File: src/rtl/serial_add_pkg.sv
// Shared types and helpers for the bit-serial add sequencer.
//   sa_state_t : sequencer FSM encoding (IDLE, RUN, DONE)
//   cnt_width  : bit counter width, wide enough to hold W without wrapping
package serial_add_pkg;

   typedef enum logic [1:0] {
      IDLE = 2'd0,
      RUN  = 2'd1,
      DONE = 2'd2
   } sa_state_t;

   function automatic int cnt_width(input int w);
      return $clog2(w) + 1;
   endfunction

endpackage

File: src/rtl/serial_add_ctrl_fa.sv
// One-bit full-adder cell shared by the serial add sequencer.
//   A, B : operand bits
//   Cin  : carry in
//   Sum  : A ^ B ^ Cin
//   Cout : majority(A, B, Cin)
module serial_add_ctrl_fa (
   input  logic A,
   input  logic B,
   input  logic Cin,
   output logic Sum,
   output logic Cout
);

   assign Sum  = A ^ B ^ Cin;
   assign Cout = (A & B) | (A & Cin) | (B & Cin);

endmodule

File: src/rtl/serial_add_ctrl.sv
// Bit-serial add sequencer: accepts two W-bit operands, runs them LSB-first
// through one shared full-adder cell over W cycles, returns sum and carry-out.
// Optional macro SERIAL_ADD_SUB_EN adds a `sub` input selecting op_a - op_b.
//   clk, rst             : clock, synchronous active-high reset
//   in_valid / in_ready  : operand handshake (ready only in IDLE, not in reset)
//   op_a, op_b, cin      : operands and carry-in, sampled on accept
//   sub                  : (SERIAL_ADD_SUB_EN only) 1 = subtract, cin ignored
//   out_valid / out_ready: result handshake (valid only in DONE)
//   sum, cout            : result, stable while out_valid
//   busy                 : high in RUN or DONE
module serial_add_ctrl #(
   parameter int unsigned W = 8
) (
   input  logic         clk,
   input  logic         rst,
   input  logic         in_valid,
   output logic         in_ready,
   input  logic [W-1:0] op_a,
   input  logic [W-1:0] op_b,
   input  logic         cin,
`ifdef SERIAL_ADD_SUB_EN
   input  logic         sub,
`endif
   output logic         out_valid,
   input  logic         out_ready,
   output logic [W-1:0] sum,
   output logic         cout,
   output logic         busy
);

   import serial_add_pkg::*;

   localparam int CNT_W = cnt_width(W);
   localparam logic [CNT_W-1:0] LAST_BIT = CNT_W'(W - 1);

   sa_state_t        state_q, state_d;
   logic [CNT_W-1:0] cnt_q, cnt_d;
   logic             carry_q, carry_d;
   logic [W-1:0]     a_sh_q, a_sh_d;
   logic [W-1:0]     b_sh_q, b_sh_d;
   logic [W-1:0]     s_sh_q, s_sh_d;
   logic             fa_sum, fa_cout;

   serial_add_ctrl_fa u_fa (
      .A    (a_sh_q[0]),
      .B    (b_sh_q[0]),
      .Cin  (carry_q),
      .Sum  (fa_sum),
      .Cout (fa_cout)
   );

   assign in_ready  = (state_q == IDLE) && !rst;
   assign out_valid = (state_q == DONE);
   assign busy      = (state_q == RUN) || (state_q == DONE);
   assign sum       = out_valid ? s_sh_q : '0;
   assign cout      = out_valid & carry_q;

   always_comb begin
      state_d = state_q;
      cnt_d   = cnt_q;
      carry_d = carry_q;
      a_sh_d  = a_sh_q;
      b_sh_d  = b_sh_q;
      s_sh_d  = s_sh_q;

      case (state_q)
         IDLE: begin
            if (in_valid && in_ready) begin
               a_sh_d = op_a;
`ifdef SERIAL_ADD_SUB_EN
               // Subtraction as a + ~b + 1: invert B once at load time.
               b_sh_d  = sub ? ~op_b : op_b;
               carry_d = sub ? 1'b1 : cin;
`else
               b_sh_d  = op_b;
               carry_d = cin;
`endif
               s_sh_d  = '0;
               cnt_d   = '0;
               state_d = RUN;
            end
         end

         RUN: begin
            a_sh_d = a_sh_q >> 1;
            b_sh_d = b_sh_q >> 1;
            // Shift-then-insert keeps this valid for W == 1.
            s_sh_d        = s_sh_q >> 1;
            s_sh_d[W-1]   = fa_sum;
            carry_d       = fa_cout;
            cnt_d         = cnt_q + CNT_W'(1);
            if (cnt_q == LAST_BIT) begin
               state_d = DONE;
            end
         end

         DONE: begin
            if (out_ready) begin
               state_d = IDLE;
            end
         end

         default: state_d = IDLE;
      endcase
   end

   always_ff @(posedge clk) begin
      if (rst) begin
         state_q <= IDLE;
         cnt_q   <= '0;
         carry_q <= 1'b0;
         a_sh_q  <= '0;
         b_sh_q  <= '0;
         s_sh_q  <= '0;
      end else begin
         state_q <= state_d;
         cnt_q   <= cnt_d;
         carry_q <= carry_d;
         a_sh_q  <= a_sh_d;
         b_sh_q  <= b_sh_d;
         s_sh_q  <= s_sh_d;
      end
   end

endmodule

File: config.mk
export PLATFORM = sky130hd
export DESIGN_NAME = serial_add_ctrl
export DESIGN_NICKNAME = d
export VERILOG_FILES = /design/src/rtl/serial_add_pkg.sv /design/src/rtl/serial_add_ctrl_fa.sv /design/src/rtl/serial_add_ctrl.sv
export SDC_FILE = /design/constraint.sdc
export NUM_CORES = 1
export LEC_CHECK = 0
export ABC_AREA = 0
export CORE_MARGIN = 3
export CORE_UTILIZATION = 35
export CTS_CLUSTER_SIZE = 20
export DETAILED_ROUTE_END_ITERATION = 8
export GPL_TIMING_DRIVEN = 0
export PLACE_DENSITY_LB_ADDON = 0.1
export SLEW_MARGIN = 10
export SYNTH_ARGS = -nofsm -noshare
export SYNTH_HDL_FRONTEND = slang
export SYNTH_HIERARCHICAL = 1
export SYNTH_SLANG_ARGS = --single-unit
File: constraint.sdc
create_clock -name clk -period 1.5 [get_ports clk]
set_input_delay 0.375 -clock clk [delete_from_list [all_inputs] [get_ports clk]]
set_output_delay 0.375 -clock clk [all_outputs]
set_load 0.01 [all_outputs]
After elaboration in Yosys (flattened, before gate mapping)
Cells that the tools add are included.
{"block": "totals", "ff_bits": 31, "inputBits": 21, "output_inout_bits": 12, "wordCells": 44}
{"block": "op_classes", "addsub": 1, "eq_ne": 6, "mux": 15, "bitwise_logic": 8, "reduce_logical": 8}
{"operator": "$pmux 8 s2", "count": 3}
{"operator": "$mux 8", "count": 4}
{"operator": "$pmux 4 s2", "count": 1}
{"operator": "$mux 2", "count": 3}
{"operator": "$ne 2x1->1 const B", "count": 3}
{"operator": "$pmux 2 s3", "count": 1}
{"operator": "$add 4x1->4 const B", "count": 1}
{"operator": "$and 1x1->1", "count": 4}
{"operator": "$eq 4x3->1 const B", "count": 1}
{"operator": "$mux 4", "count": 1}
{"operator": "$reduce_and 3->1", "count": 1}
{"operator": "$eq 2x1->1 const B", "count": 1}
{"operator": "$eq 2x2->1 const B", "count": 1}
{"operator": "$logic_and 1x1->1", "count": 2}
{"operator": "$logic_not 2->1", "count": 1}
{"operator": "$or 1x1->1", "count": 2}
{"operator": "$pmux 1 s2", "count": 1}
{"operator": "$reduce_and 2->1", "count": 1}
{"operator": "$reduce_bool 2->1", "count": 1}
{"operator": "$xor 1x1->1", "count": 2}
{"operator": "$logic_not 1->1", "count": 1}
{"operator": "$logic_or 1x1->1", "count": 1}
{"operator": "$mux 1", "count": 1}

Longest topological paths before layout
{"block": "depth", "depth_word": 5, "ltp_mapped": 7}

Hierarchy
The synthesis kept the hierarchy.
{"mod": "serial_add_ctrl", "instances": 1, "cells_per_inst": 155, "area_per_inst_um2": 1521.5, "seq_area_each_um2": 620.6}
{"mod": "serial_add_ctrl_fa", "instances": 1, "cells_per_inst": 1, "area_per_inst_um2": 20.0, "seq_area_each_um2": 0.0}

Worst setup path after synthesis
OpenSTA, ideal clock, no wires.
{"block": "synth_timing", "path_kind": "flip-flop to flip-flop", "start": "reg state_q[0]", "end": "reg s_sh_q[3]", "setup_ns": 0.128, "t_arrival_ns": 1.443, "required_time_ns": 1.372, "path_slack_ns": -0.071, "path_stages_with_launch": 8, "synth_period_minus_slack_ns": 1.571, "path_cell_list": "dfxtp_1 inv_1 ha_1 and2b_4 o21bai_2 buf_6 a22oi_1 nor2_1"}
{"block": "synth_between", "elab_chain_cells": 5}
{"element": "from (decl)", "line": "serial_add_ctrl.sv:36", "text": "sa_state_t state_q, state_d;"}
{"element": "from (signal assigned)", "line": "serial_add_ctrl.sv:116", "text": "state_q <= state_d;"}
{"element": "$logic_not 2->1", "line": "serial_add_ctrl.sv:52, serial_add_ctrl.sv:66"}
{"element": "$logic_and 1x1->1", "line": "serial_add_ctrl.sv:52", "text": "assign in_ready = (state_q == IDLE) && !rst;"}
{"element": "$logic_and 1x1->1", "line": "serial_add_ctrl.sv:68", "text": "if (in_valid && in_ready) begin"}
{"element": "$ne 2x1->1 (no source line)"}
{"element": "$reduce_and 2->1 (no source line)"}
{"element": "to (signal assigned)", "line": "serial_add_ctrl.sv:121", "text": "s_sh_q <= s_sh_d;"}
{"element": "to (decl)", "line": "serial_add_ctrl.sv:41", "text": "logic [W-1:0] s_sh_q, s_sh_d;"}
Several ways; a longest one is shown, not always the timed one.
A chain may end at the register's enable or synchronous reset.

Worst setup path after layout
{"block": "layout_timing", "start": "reg state_q[0]", "end": "out sum[3]"}
{"block": "layout_between", "elab_chain_cells": 2}
{"element": "$eq 2x2->1", "line": "serial_add_ctrl.sv:53", "text": "assign out_valid = (state_q == DONE);"}
{"element": "$mux 8", "line": "serial_add_ctrl.sv:55", "text": "assign sum = out_valid ? s_sh_q : '0;"}
{"element": "to (decl)", "line": "serial_add_ctrl.sv:26", "text": "output logic [W-1:0] sum,"}
No other way between the ends.

==> results.cfg <==
[timing]
skew_ns = 0.005311
min_period_ns = 1.625
setup_viol = 32
setup_slack_ns = -0.1248
rsz0062_at_grt = yes
max_freq_mhz = 615.5
worst_pin_slew_ns = 0.7139
relSlewSlack_pct = 52.41
finalHoldViolations = 0
slew_viol_final = 0
finalCritPeriodShare_pct = 108.3
whs_ns = 0.3821
tns_ns = -1.655

[synth]
synth_ff_type = dfxtp_1
ys_seq_area_share_pct = 40.26
yosysWarnings = 6
netlist_instances = 156
synth_commonest_cells = dfxtp_1 (31), nor2_1 (31), mux2i_1 (16)
synth_top_area_share_pct = 40.26
synth.distinct_cells = 28
synth_edf_count = 0
synthTopCellsByArea = dfxtp_1 (40%), a211oi_2 (12%), mux2i_1 (10%)
synth.ff_latch_count = 31
syn_area_um2 = 1541
syn_nets = 183
synth_area_per_cell_um2 = 9.881
synth-async-reset-ratio_pct = 0
netlist.top_cell.by_area = dfxtp_1

[status]
status = finished with violations
violations = setup timing

[detailed_routing]
drtIter0Drc = 62
drc = 0
routedWlPerCell_um = 14.84
via_per_inst = 5.141
firstDrtPassIters = 4
routed_wl_um = 3889
ant_nets = 0
vias = 1347

[power]
powerDensity_nw_per_um2 = 1793
switchingPower_uw = 1591
clock_power_share_pct = 19.7
power.leakage_uw = 0.0008927
ir_drop_mv = 0.7079
switching_share_pct = 36.84
pwr-share-comb_pct = 52.6
pwr-share-seq_pct = 27.7
internal-power_uw = 2727
power.total_uw = 4317

[global_routing]
grt_pass1_vias = 1325
grt_use_total_pct = 15.50
grt_max_degree = 11
overflow = 0
grt_pass1_wl_um = 6237
antenna_found_initial = 0

[place]
postPlaceCellArea_um2 = 1917
port_buffers = 31
routabilityCongestion = 0.8039
dp_hpwl_um = 2528
place_inst = 237

[worst_setup_path]
worstRegToRegCells = 8
startpoint_type = flop
crit_path_end_kind = primary output
crit_type = reg -> out
crit_arrival_ns = 1.25
cp.required_ns = 1.12
crit_fanout = 7

[finish]
final_nets = 238
stdcell_area_um2 = 2409
area_growth_pct = 56.25
antenna_cells = 0
layout-drive-gt1-share_pct = 48.11
instances_no_fill = 262

[clock_tree]
cts_tree = yes
clk_latency_ns = 0.28
clkSinkCount = 31
clock-root-buffer = clkbuf_8
htreeDepth = 2
cts.clk_slew.worst_paths_ns = 0.06
cts_buffers = 5
clk_path_buf_depth = 2

[floorplan]
start_util_pct = 37.46
pin_count = 33
fp.dieW_um = 72.37
die_area_um2 = 5237
core.rowCount = 23
die_y_um = 72.37
core_um2 = 4115

[worst_hold_path]
hold_path_class = in -> reg
holdPathStages = 2

[run]
drv_cap = 0
[what timing repair did]
action | in CTS | in global routing
hold buffers | 0 | 0
pin swaps | 17 | 19
gates cloned | 1 | 1
hold endpoints to repair | 0 | 0
endpoints found under the setup margin | 43 | 43
gates resized for setup | 85 | 42
setup buffers | 7 | 8
[layer usage]
| layer | track usage, % | share of wire, % |
|---|---|---|
| met3 | 4.294 | 4.2 |
| met4 | 5.010 | 1.2 |
| met1 | 18.38 | 42 |
| met2 | 26.90 | 53 |
| met5 | 0 | 0 |
[power by group through the flow]
stage / combinational, uW / sequential, uW / clock, uW
finish: 2270 / 1200 / 850
global route: 2440 / 1220 / 902
CTS: 1920 / 1170 / 873
detailed placement: 1460 / 1150 / 0
global placement: 1420 / 1140 / 0
floorplan: 1100 / 1120 / 0
[per-stage QoR]
step,utilization (%),worst slack [ns]
final,58.53,-0.1248
after global routing,58.53,-0.1634
after CTS,53.15,-0.1168
after detailed placement,46.58,-0.3956
after global placement,46.58,-0.3767
after floorplan,-,-0.0008391
[state kept, by name, indices dropped and copies added (netlist names)]
| signal | cells |
|---|---|
| carry_q | 1 |
| cnt_q | 4 |
| s_sh_q | 8 |
| a_sh_q | 8 |
| state_q | 2 |
| b_sh_q | 8 |
[critical path, stage by stage (launching register included)]
cell     delay [ns]
dfxtp_2        0.36
inv_4          0.05
ha_4           0.19
buf_6          0.13
and2_1         0.12
buf_2          0.13
[placed cells by master (no fill, tap or decap), types with 3 or more instances in the layout]
cell              n
ha_4              3
a211oi_2         15
mux2i_1          16
and2_1            3
nand2b_1          3
buf_6            19
clkbuf_8          6
a22oi_1           4
dfxtp_1          29
and2_4            7
buf_2             6
nor2_1           21
a22oi_2           8
clkbuf_1          3
clkdlybuf4s50_1  19
buf_4             8
nor2_2            9
[final cells by class]
type                       count  area (um^2)
buffer                        10        93.84
clock buffer                   6        82.58
clock inverter                 2        35.03
fill                         365         1707
inverter                       3        22.52
multi-input combinational    112         1025
sequential                    31        625.6
tap                           50        62.56
timing repair buffer          48        461.7
[path summary, 6_finish.rpt]
kind | from | endpoint | slack [ns]
hold reg to reg | cnt_q[3]$_SDFFE_PP0P_ | cnt_q[3]$_SDFFE_PP0P_ | 0.50
hold / removal | rst | state_q[1]$_SDFFE_PP0P_ | 0.38
setup reg to reg | state_q[1]$_SDFFE_PP0P_ | s_sh_q[7]$_SDFFE_PP0P_ | -0.09
setup / recovery | state_q[0]$_SDFFE_PP0P_ | sum[3] | -0.12
[logic make-up after synthesis]
kind of cell	share of synthesized area, %
buf+inv	4.464
mux	10.39
compound gates	22.56
fa+ha+maj	5.357
flops	40.26
simple gates	16.96
Power figures use the tool's default switching activity.
